**src/rtl/d_axi_bridge_pkg.sv**
```systemverilog
// Shared constants for the data/instruction AXI bridges and their arbiter:
// FSM state encodings, AXI burst/response codes and per-side IDs.
`timescale 1ns/1ps
package d_axi_bridge_pkg;

  localparam logic [2:0] S_IDLE    = 3'd0;
  localparam logic [2:0] S_RD_ADDR = 3'd1;
  localparam logic [2:0] S_RD_DATA = 3'd2;
  localparam logic [2:0] S_WR_REQ  = 3'd3;
  localparam logic [2:0] S_WR_RESP = 3'd4;
  localparam logic [2:0] S_DONE    = 3'd5;

  localparam logic [1:0] BURST_INCR = 2'b01;
  localparam logic [1:0] RESP_OKAY  = 2'b00;

  localparam logic [3:0] I_AXI_ID = 4'b0000;
  localparam logic [3:0] D_AXI_ID = 4'b0001;

  function automatic logic [2:0] axi_size(input logic [1:0] sz);
    return {1'b0, sz};
  endfunction

endpackage

```
**src/rtl/d_axi_bridge.sv**
```systemverilog
// Data-cache request port to a single-beat, single-outstanding AXI3 master.
// Define DBRIDGE_BUS_ERR_EN to add c_err, flagging non-OKAY rresp/bresp.
`timescale 1ns/1ps
module d_axi_bridge
  import d_axi_bridge_pkg::*;
#(
  parameter int         A_WIDTH = 32,
  parameter logic [3:0] AXI_ID  = D_AXI_ID
) (
  input  logic               clk,
  input  logic               clrn,
  input  logic [A_WIDTH-1:0] c_a,
  input  logic [31:0]        c_din,
  output logic [31:0]        c_dout,
  input  logic               c_strobe,
  input  logic [3:0]         c_wen,
  input  logic [1:0]         c_size,
  input  logic               c_rw,
  output logic               c_ready,
  output logic [3:0]         arid,
  output logic [A_WIDTH-1:0] araddr,
  output logic [3:0]         arlen,
  output logic [2:0]         arsize,
  output logic [1:0]         arburst,
  output logic               arvalid,
  input  logic               arready,
  input  logic [3:0]         rid,
  input  logic [31:0]        rdata,
  input  logic [1:0]         rresp,
  input  logic               rlast,
  input  logic               rvalid,
  output logic               rready,
  output logic [3:0]         awid,
  output logic [A_WIDTH-1:0] awaddr,
  output logic [3:0]         awlen,
  output logic [2:0]         awsize,
  output logic [1:0]         awburst,
  output logic               awvalid,
  input  logic               awready,
  output logic [3:0]         wid,
  output logic [31:0]        wdata,
  output logic [3:0]         wstrb,
  output logic               wlast,
  output logic               wvalid,
  input  logic               wready,
  input  logic [3:0]         bid,
  input  logic [1:0]         bresp,
  input  logic               bvalid,
  output logic               bready
`ifdef DBRIDGE_BUS_ERR_EN
  ,
  output logic               c_err
`endif
);

  logic [2:0]         r_state;
  logic [A_WIDTH-1:0] r_addr;
  logic [31:0]        r_din;
  logic [3:0]         r_wen;
  logic [1:0]         r_size;
  logic [31:0]        r_dout;
  logic               r_aw_done;
  logic               r_w_done;
  logic               w_aw_fin;
  logic               w_w_fin;

  // Valids come from state/flags only, never from the ready inputs.
  assign arvalid = (r_state == S_RD_ADDR);
  assign rready  = (r_state == S_RD_DATA);
  assign awvalid = (r_state == S_WR_REQ) && !r_aw_done;
  assign wvalid  = (r_state == S_WR_REQ) && !r_w_done;
  assign bready  = (r_state == S_WR_RESP);
  assign c_ready = (r_state == S_DONE);
  assign c_dout  = r_dout;

  assign w_aw_fin = r_aw_done || (awvalid && awready);
  assign w_w_fin  = r_w_done || (wvalid && wready);

  assign arid    = AXI_ID;
  assign araddr  = r_addr;
  assign arlen   = 4'd0;
  assign arsize  = axi_size(r_size);
  assign arburst = BURST_INCR;
  assign awid    = AXI_ID;
  assign awaddr  = r_addr;
  assign awlen   = 4'd0;
  assign awsize  = axi_size(r_size);
  assign awburst = BURST_INCR;
  assign wid     = AXI_ID;
  assign wdata   = r_din;
  assign wstrb   = r_wen;
  assign wlast   = 1'b1;

  always_ff @(posedge clk) begin
    if (!clrn) begin
      r_state   <= S_IDLE;
      r_addr    <= '0;
      r_din     <= '0;
      r_wen     <= '0;
      r_size    <= '0;
      r_dout    <= '0;
      r_aw_done <= 1'b0;
      r_w_done  <= 1'b0;
    end else begin
      case (r_state)
        S_IDLE: begin
          if (c_strobe) begin
            r_addr    <= c_a;
            r_din     <= c_din;
            r_wen     <= c_wen;
            r_size    <= c_size;
            r_aw_done <= 1'b0;
            r_w_done  <= 1'b0;
            r_state   <= c_rw ? S_WR_REQ : S_RD_ADDR;
          end
        end
        S_RD_ADDR: begin
          if (arready) r_state <= S_RD_DATA;
        end
        S_RD_DATA: begin
          if (rvalid) begin
            r_dout  <= rdata;
            r_state <= S_DONE;
          end
        end
        S_WR_REQ: begin
          // AW and W may complete in either order or together.
          r_aw_done <= w_aw_fin;
          r_w_done  <= w_w_fin;
          if (w_aw_fin && w_w_fin) r_state <= S_WR_RESP;
        end
        S_WR_RESP: begin
          if (bvalid) r_state <= S_DONE;
        end
        S_DONE:  r_state <= S_IDLE;
        default: r_state <= S_IDLE;
      endcase
    end
  end

`ifdef DBRIDGE_BUS_ERR_EN
  logic r_err;

  always_ff @(posedge clk) begin
    if (!clrn) begin
      r_err <= 1'b0;
    end else if (r_state == S_RD_DATA && rvalid) begin
      r_err <= (rresp != RESP_OKAY);
    end else if (r_state == S_WR_RESP && bvalid) begin
      r_err <= (bresp != RESP_OKAY);
    end
  end

  assign c_err = c_ready && r_err;

  logic w_unused;
  assign w_unused = ^{rid, rlast, bid};
`else
  logic w_unused;
  assign w_unused = ^{rid, rlast, bid, rresp, bresp};
`endif

endmodule
```
**config.mk**
```make
export PLATFORM = sky130hd
export DESIGN_NAME = d_axi_bridge
export DESIGN_NICKNAME = d
export VERILOG_FILES = /design/src/rtl/d_axi_bridge_pkg.sv /design/src/rtl/d_axi_bridge.sv
export SDC_FILE = /design/constraint.sdc
export NUM_CORES = 1
export LEC_CHECK = 0
export ABC_AREA = 0
export CORE_ASPECT_RATIO = 2
export CORE_MARGIN = 2
export CORE_UTILIZATION = 37
export CTS_CLUSTER_SIZE = 40
export DETAILED_ROUTE_END_ITERATION = 6
export MAX_ROUTING_LAYER = met4
export PLACE_DENSITY = 0.91
export REMOVE_ABC_BUFFERS = 1
export SETUP_SLACK_MARGIN = 0.15
export SLEW_MARGIN = 10
export SYNTH_ARGS = -nofsm -noshare
export SYNTH_HDL_FRONTEND = slang
export SYNTH_SLANG_ARGS = --single-unit
export TNS_END_PERCENT = 20
```
**constraint.sdc**
```tcl
create_clock -name clk -period 1.5 [get_ports clk]
set_input_delay 0.225 -clock clk [delete_from_list [all_inputs] [get_ports clk]]
set_output_delay 0.225 -clock clk [all_outputs]
set_load 0.1 [all_outputs]
```
Word level (Yosys, flattened, before mapping)
Index checks and enable logic that the tools add are counted.
{"block": "classes", "n_reduce_logical": 15, "eq_ne": 10, "n_mux": 10}
{"op": "$mux 3", "count": 5}
{"op": "$pmux 3 s5", "count": 1}
{"op": "$eq 3x2->1 const B", "count": 2}
{"op": "$eq 3x3->1 const B", "count": 2}
{"op": "$ne 2x2->1 const B", "count": 3}
{"op": "$reduce_and 2->1", "count": 3}
{"op": "$logic_and 1x1->1", "count": 5}
{"op": "$reduce_and 5->1", "count": 1}
{"op": "$ne 2x1->1 const B", "count": 2}
{"op": "$pmux 1 s2", "count": 2}
{"op": "$eq 3x1->1 const B", "count": 1}
{"op": "$logic_not 3->1", "count": 1}
{"op": "$logic_not 1->1", "count": 2}
{"op": "$logic_or 1x1->1", "count": 2}
{"op": "$mux 2", "count": 1}
{"op": "$reduce_bool 2->1", "count": 1}
{"op": "$mux 1", "count": 1}
{"block": "totals", "ff_bits": 107, "elab_cells": 43, "out_inout_bits": 169}

Longest topological paths before layout
{"block": "logic_depth", "word_depth": 7, "mapped_depth": 7}

Worst setup path after synthesis
Ideal clock, no wire load.
{"block": "synth_timing", "path_type": "reg-to-reg", "from": "register r_state[0]", "to": "register r_state[0]", "arrival_ns": 3.261, "path_buffers": 1, "setup_slack_ns": -1.819, "path_stages_with_launch": 6, "required_ns": 1.442, "setup_time_ns": 0.058, "cell_sequence": "dfxtp_1 buf_2 nor3b_1 nand2_1 a31oi_1 o21a_1"}
{"element": "start: declaration", "line": "d_axi_bridge.sv:56", "text": "logic [2:0] r_state;"}
{"element": "start signal: assignment", "line": "d_axi_bridge.sv:114", "text": "r_state <= c_rw ? S_WR_REQ : S_RD_ADDR;"}
{"element": "$eq 3x3->1 (*)"}
{"element": "via bready", "line": "d_axi_bridge.sv:49", "text": "output logic bready"}
{"element": "$ne 2x2->1 (no source line)"}
{"element": "$reduce_and 5->1 (no source line)"}
Mark *: on every way through the listed nets, which the timed path passes. The rest lies on a longest branch.
A chain may end at the register's enable or synchronous reset.

Worst setup path after layout
{"block": "layout_timing", "from": "register r_state[2]", "to": "output bready"}
{"block": "layout_between", "elab_chain_cells": 1}
{"element": "$eq 3x3->1", "line": "d_axi_bridge.sv:72", "text": "assign bready = (r_state == S_WR_RESP);"}
{"element": "end: declaration", "line": "d_axi_bridge.sv:49"}
Every way passes these cells.

==> flow_metrics.env <==
export IMPL_outcome="finished, violations left"
export IMPL_violated_checks="setup timing"
export IMPL_ctsHtreeMaxLevel=3
export IMPL_power_switching_mw=9.93
export IMPL_avgSynthCellArea_um2=8.62
export IMPL_end_kind="primary output"
export IMPL_nFillCells=744
export IMPL_final_hold_viol_count=0
export IMPL_hold_path_depth=2
export IMPL_timing_reg2reg_worst_path_depth=7
export IMPL_number_of_synthesized_flops_with_an_enable_pin=0
export IMPL_setup_ws_pre_cts_ns=-0.0869
export IMPL_place_detailed_hpwl_um=11700
export IMPL_maxClockFrequency_mhz=652
export IMPL_clkPwrFrac_pct=12.8
export IMPL_design_portCount=293
export IMPL_syn2layout_area_growth_pct=102
export IMPL_globalRoute_totalOverflow=0
export IMPL_core_region_area_um2=12600
export IMPL_report_final_slew_viol_count=0
export IMPL_p_per_area_nw_per_um2=2000
export IMPL_max_cap_violations=0
export IMPL_unrepaired_setup_endpoints_after_global_routing="true"
export IMPL_power_report_internal_total_mw=9.29
export IMPL_ant_nets=0
export IMPL_antenna_found_initial=0
export IMPL_hold_path_endpoint="r_state[0]$_SDFFE_PN0P_"
export IMPL_buffer_cell_driving_the_clock_tree_root="clkbuf_16"
export IMPL_ir_worst_vdd_uv=1480
export IMPL_drt_wirelength_per_cell_um=18.0
export IMPL_diodes=0
export IMPL_initialDrtViolationCount=172
export IMPL_drt_pass1_iter_count=6
export IMPL_worstSetupStartpointType="flip-flop"
export IMPL_die_x_um=84.0
export IMPL_drt_vias_per_instance=4.83
export IMPL_final_cell_mix="nand2_1 (152), buf_12 (151), clkdlybuf4s50_1 (109)"
export IMPL_worst_ep_arrival_time_ns=1.31
export IMPL_timing_final_crit_share_pct=102
export IMPL_clock_insertion_delay_worst_skew_ns=0.34
export IMPL_vias_in_the_first_global_route=4501
export IMPL_crit_path_max_fanout=6
export IMPL_cp_required_ns=1.27
export IMPL_post_cts_hold_buffer_count=0
export IMPL_design_final_nets=896
export IMPL_min_path_type="in2reg"
export IMPL_final_core_util_pct=76.4
export IMPL_post_route_cells_drive_above_1_share_pct=42.1
export IMPL_crit_reg2reg_launch="r_state[0]$_SDFFE_PN0P_"
export IMPL_netlist_cell_type_count=27
export IMPL_grt_first_pass_wirelength_um=22500
export IMPL_clock_sinks=107
export IMPL_layout_commonest_cell="nand2_1"
export IMPL_finalSetupViolCount=4
export IMPL_final_setup_skew_ns=0.0137
export IMPL_grt_max_degree=52
export IMPL_rrSetupSlack_ns=0.02
export IMPL_port_buffers=252
export IMPL_postLayoutSetupSlackWorst_ns=-0.0326
export IMPL_ys_warnings_count=0
export IMPL_num_rows=58
export IMPL_start_util_pct=37.8
export IMPL_ys_seq_elements=107
export IMPL_timing_final_crit_period_ns=1.53
export IMPL_tritoncts="built"
export IMPL_cts_buffers=9
export IMPL_dieHeight_um=164
export IMPL_dr_vias=4476
export IMPL_synth_cell_area_um2=4740
export IMPL_gpl_final_weighted_congestion=0.856
export IMPL_final_setup_tns_ns=-0.0689
export IMPL_share_of_synthesized_area_occupied_by_flip_flops_and_latches_pct=45.2
export IMPL_postSynthCellCount=550
export IMPL_dieArea_um2=13800
export IMPL_power_switching_fraction_pct=51.7
export IMPL_worstSetupPathType="reg2out"
export IMPL_r2r_end="araddr[4]$_SDFFE_PN0P_"
export IMPL_clk_pin_slew_ns=0.07
export IMPL_power_combinational_fraction_pct=65.4
export IMPL_leakagePower_nw=3.87
export IMPL_cts_max_path_buffers=2
export IMPL_synth_async_sr_flop_share_pct=0
export IMPL_hold_path_startpoint="clrn"
export IMPL_totalPowerFinal_mw=19.2
export IMPL_finalWirelength_um=16700
export IMPL_post_route_drc_count=0
export IMPL_dominantRegCellSynth="dfxtp_1"
export IMPL_power_frac_seq_pct=21.8
export IMPL_overall_routing_resource_usage_pct=21.3
[cell families after synthesis]
logic type             Yosys count  share of synthesized area (%)
muxes                            2                          0.422
and+or+nand+nor                229                           18.9
other                            2                          0.158
DFF                            107                           45.2
buffers and inverters           98                           15.4
AOI/OAI and AO/OA              112                           19.8
[area by class of cell]
type | count | area, µm² | area share, %
clock inverters | 5 | 65.1 | 0.678
repair buffers | 282 | 4400 | 45.8
flip-flops and latches | 107 | 2150 | 22.4
multi-input cells | 370 | 2540 | 26.5
well taps | 150 | 188 | 1.96
inverters | 2 | 10.0 | 0.104
clock buffers | 11 | 243 | 2.53
[registers in the layout, indices dropped and copies added, names as in the netlist]
name and flops:
araddr 32, c_dout 32, r_aw_done 1, r_size 2, r_state 3, r_w_done 1
wdata 32, wstrb 4
[per-stage QoR]
stage	hold slack [ns]	area [µm²]	instances
finish	0.260	9600	927
global route	0.258	9600	927
CTS	0.248	8850	916
detailed placement	0.487	8460	897
global placement	0.475	8460	897
floorplan	0.334	4110	479
[timing repair]
| action | CTS | global route |
|---|---|---|
| gates resized for setup | 21 | 151 |
| gates cloned | 0 | 5 |
| setup endpoints to repair | 107 | 103 |
| pin swaps | 2 | 97 |
| buffers inserted | 3 | 6 |
[how the worst max path moves through the flow]
stage	start	end	cells past startpoint
6_report	r_state[2]$_SDFFE_PN0P_	bready	3
5_1_grt	r_state[2]$_SDFFE_PN0P_	bready	3
4_1_cts	r_state[1]$_SDFFE_PN0P_	wvalid	4
3_5_place_dp	c_strobe	araddr[1]$_SDFFE_PN0P_	5
3_3_place_gp	c_strobe	araddr[13]$_SDFFE_PN0P_	5
2_1_floorplan	r_state[2]$_SDFFE_PN0P_	r_state[0]$_SDFFE_PN0P_	4
[cells in the mapped netlist (all sizes together), types with 3 or more instances]
master / instances / share of area (%)
nand3: 3 / 0.42
a31oi: 3 / 0.40
dfxtp: 107 / 45
o22ai: 3 / 0.40
nor3b: 3 / 0.71
clkbuf: 17 / 2.0
nand2: 212 / 17
nor2: 8 / 0.63
buf: 79 / 13
a21boi: 102 / 19
[routing by layer]
layer | track usage (%) | wire length (µm) | vias to the layer above
li1 | - | - | 2119
met1 | 20.4 | 5410 | 2115
met2 | 39.7 | 9680 | 201
met3 | 5.33 | 1000 | 41
met4 | 9.31 | 609 | 0
met5 | - | 0 | -
[critical path, cell delays in order, from the launching register on]
cell     delay (ns)
dfxtp_4        0.42
nor3b_2        0.23
buf_4          0.16
buf_12         0.17
[power groups by stage]
stage	logic, mW	registers (mW)	clock network, mW
global route	13.0	4.26	2.61
CTS	11.2	4.19	2.51
detailed placement	11.1	4.20	0
finish	12.6	4.20	2.46
global placement	10.9	4.16	0
floorplan	1.98	8.70	0
Power figures use the tool's default switching activity.
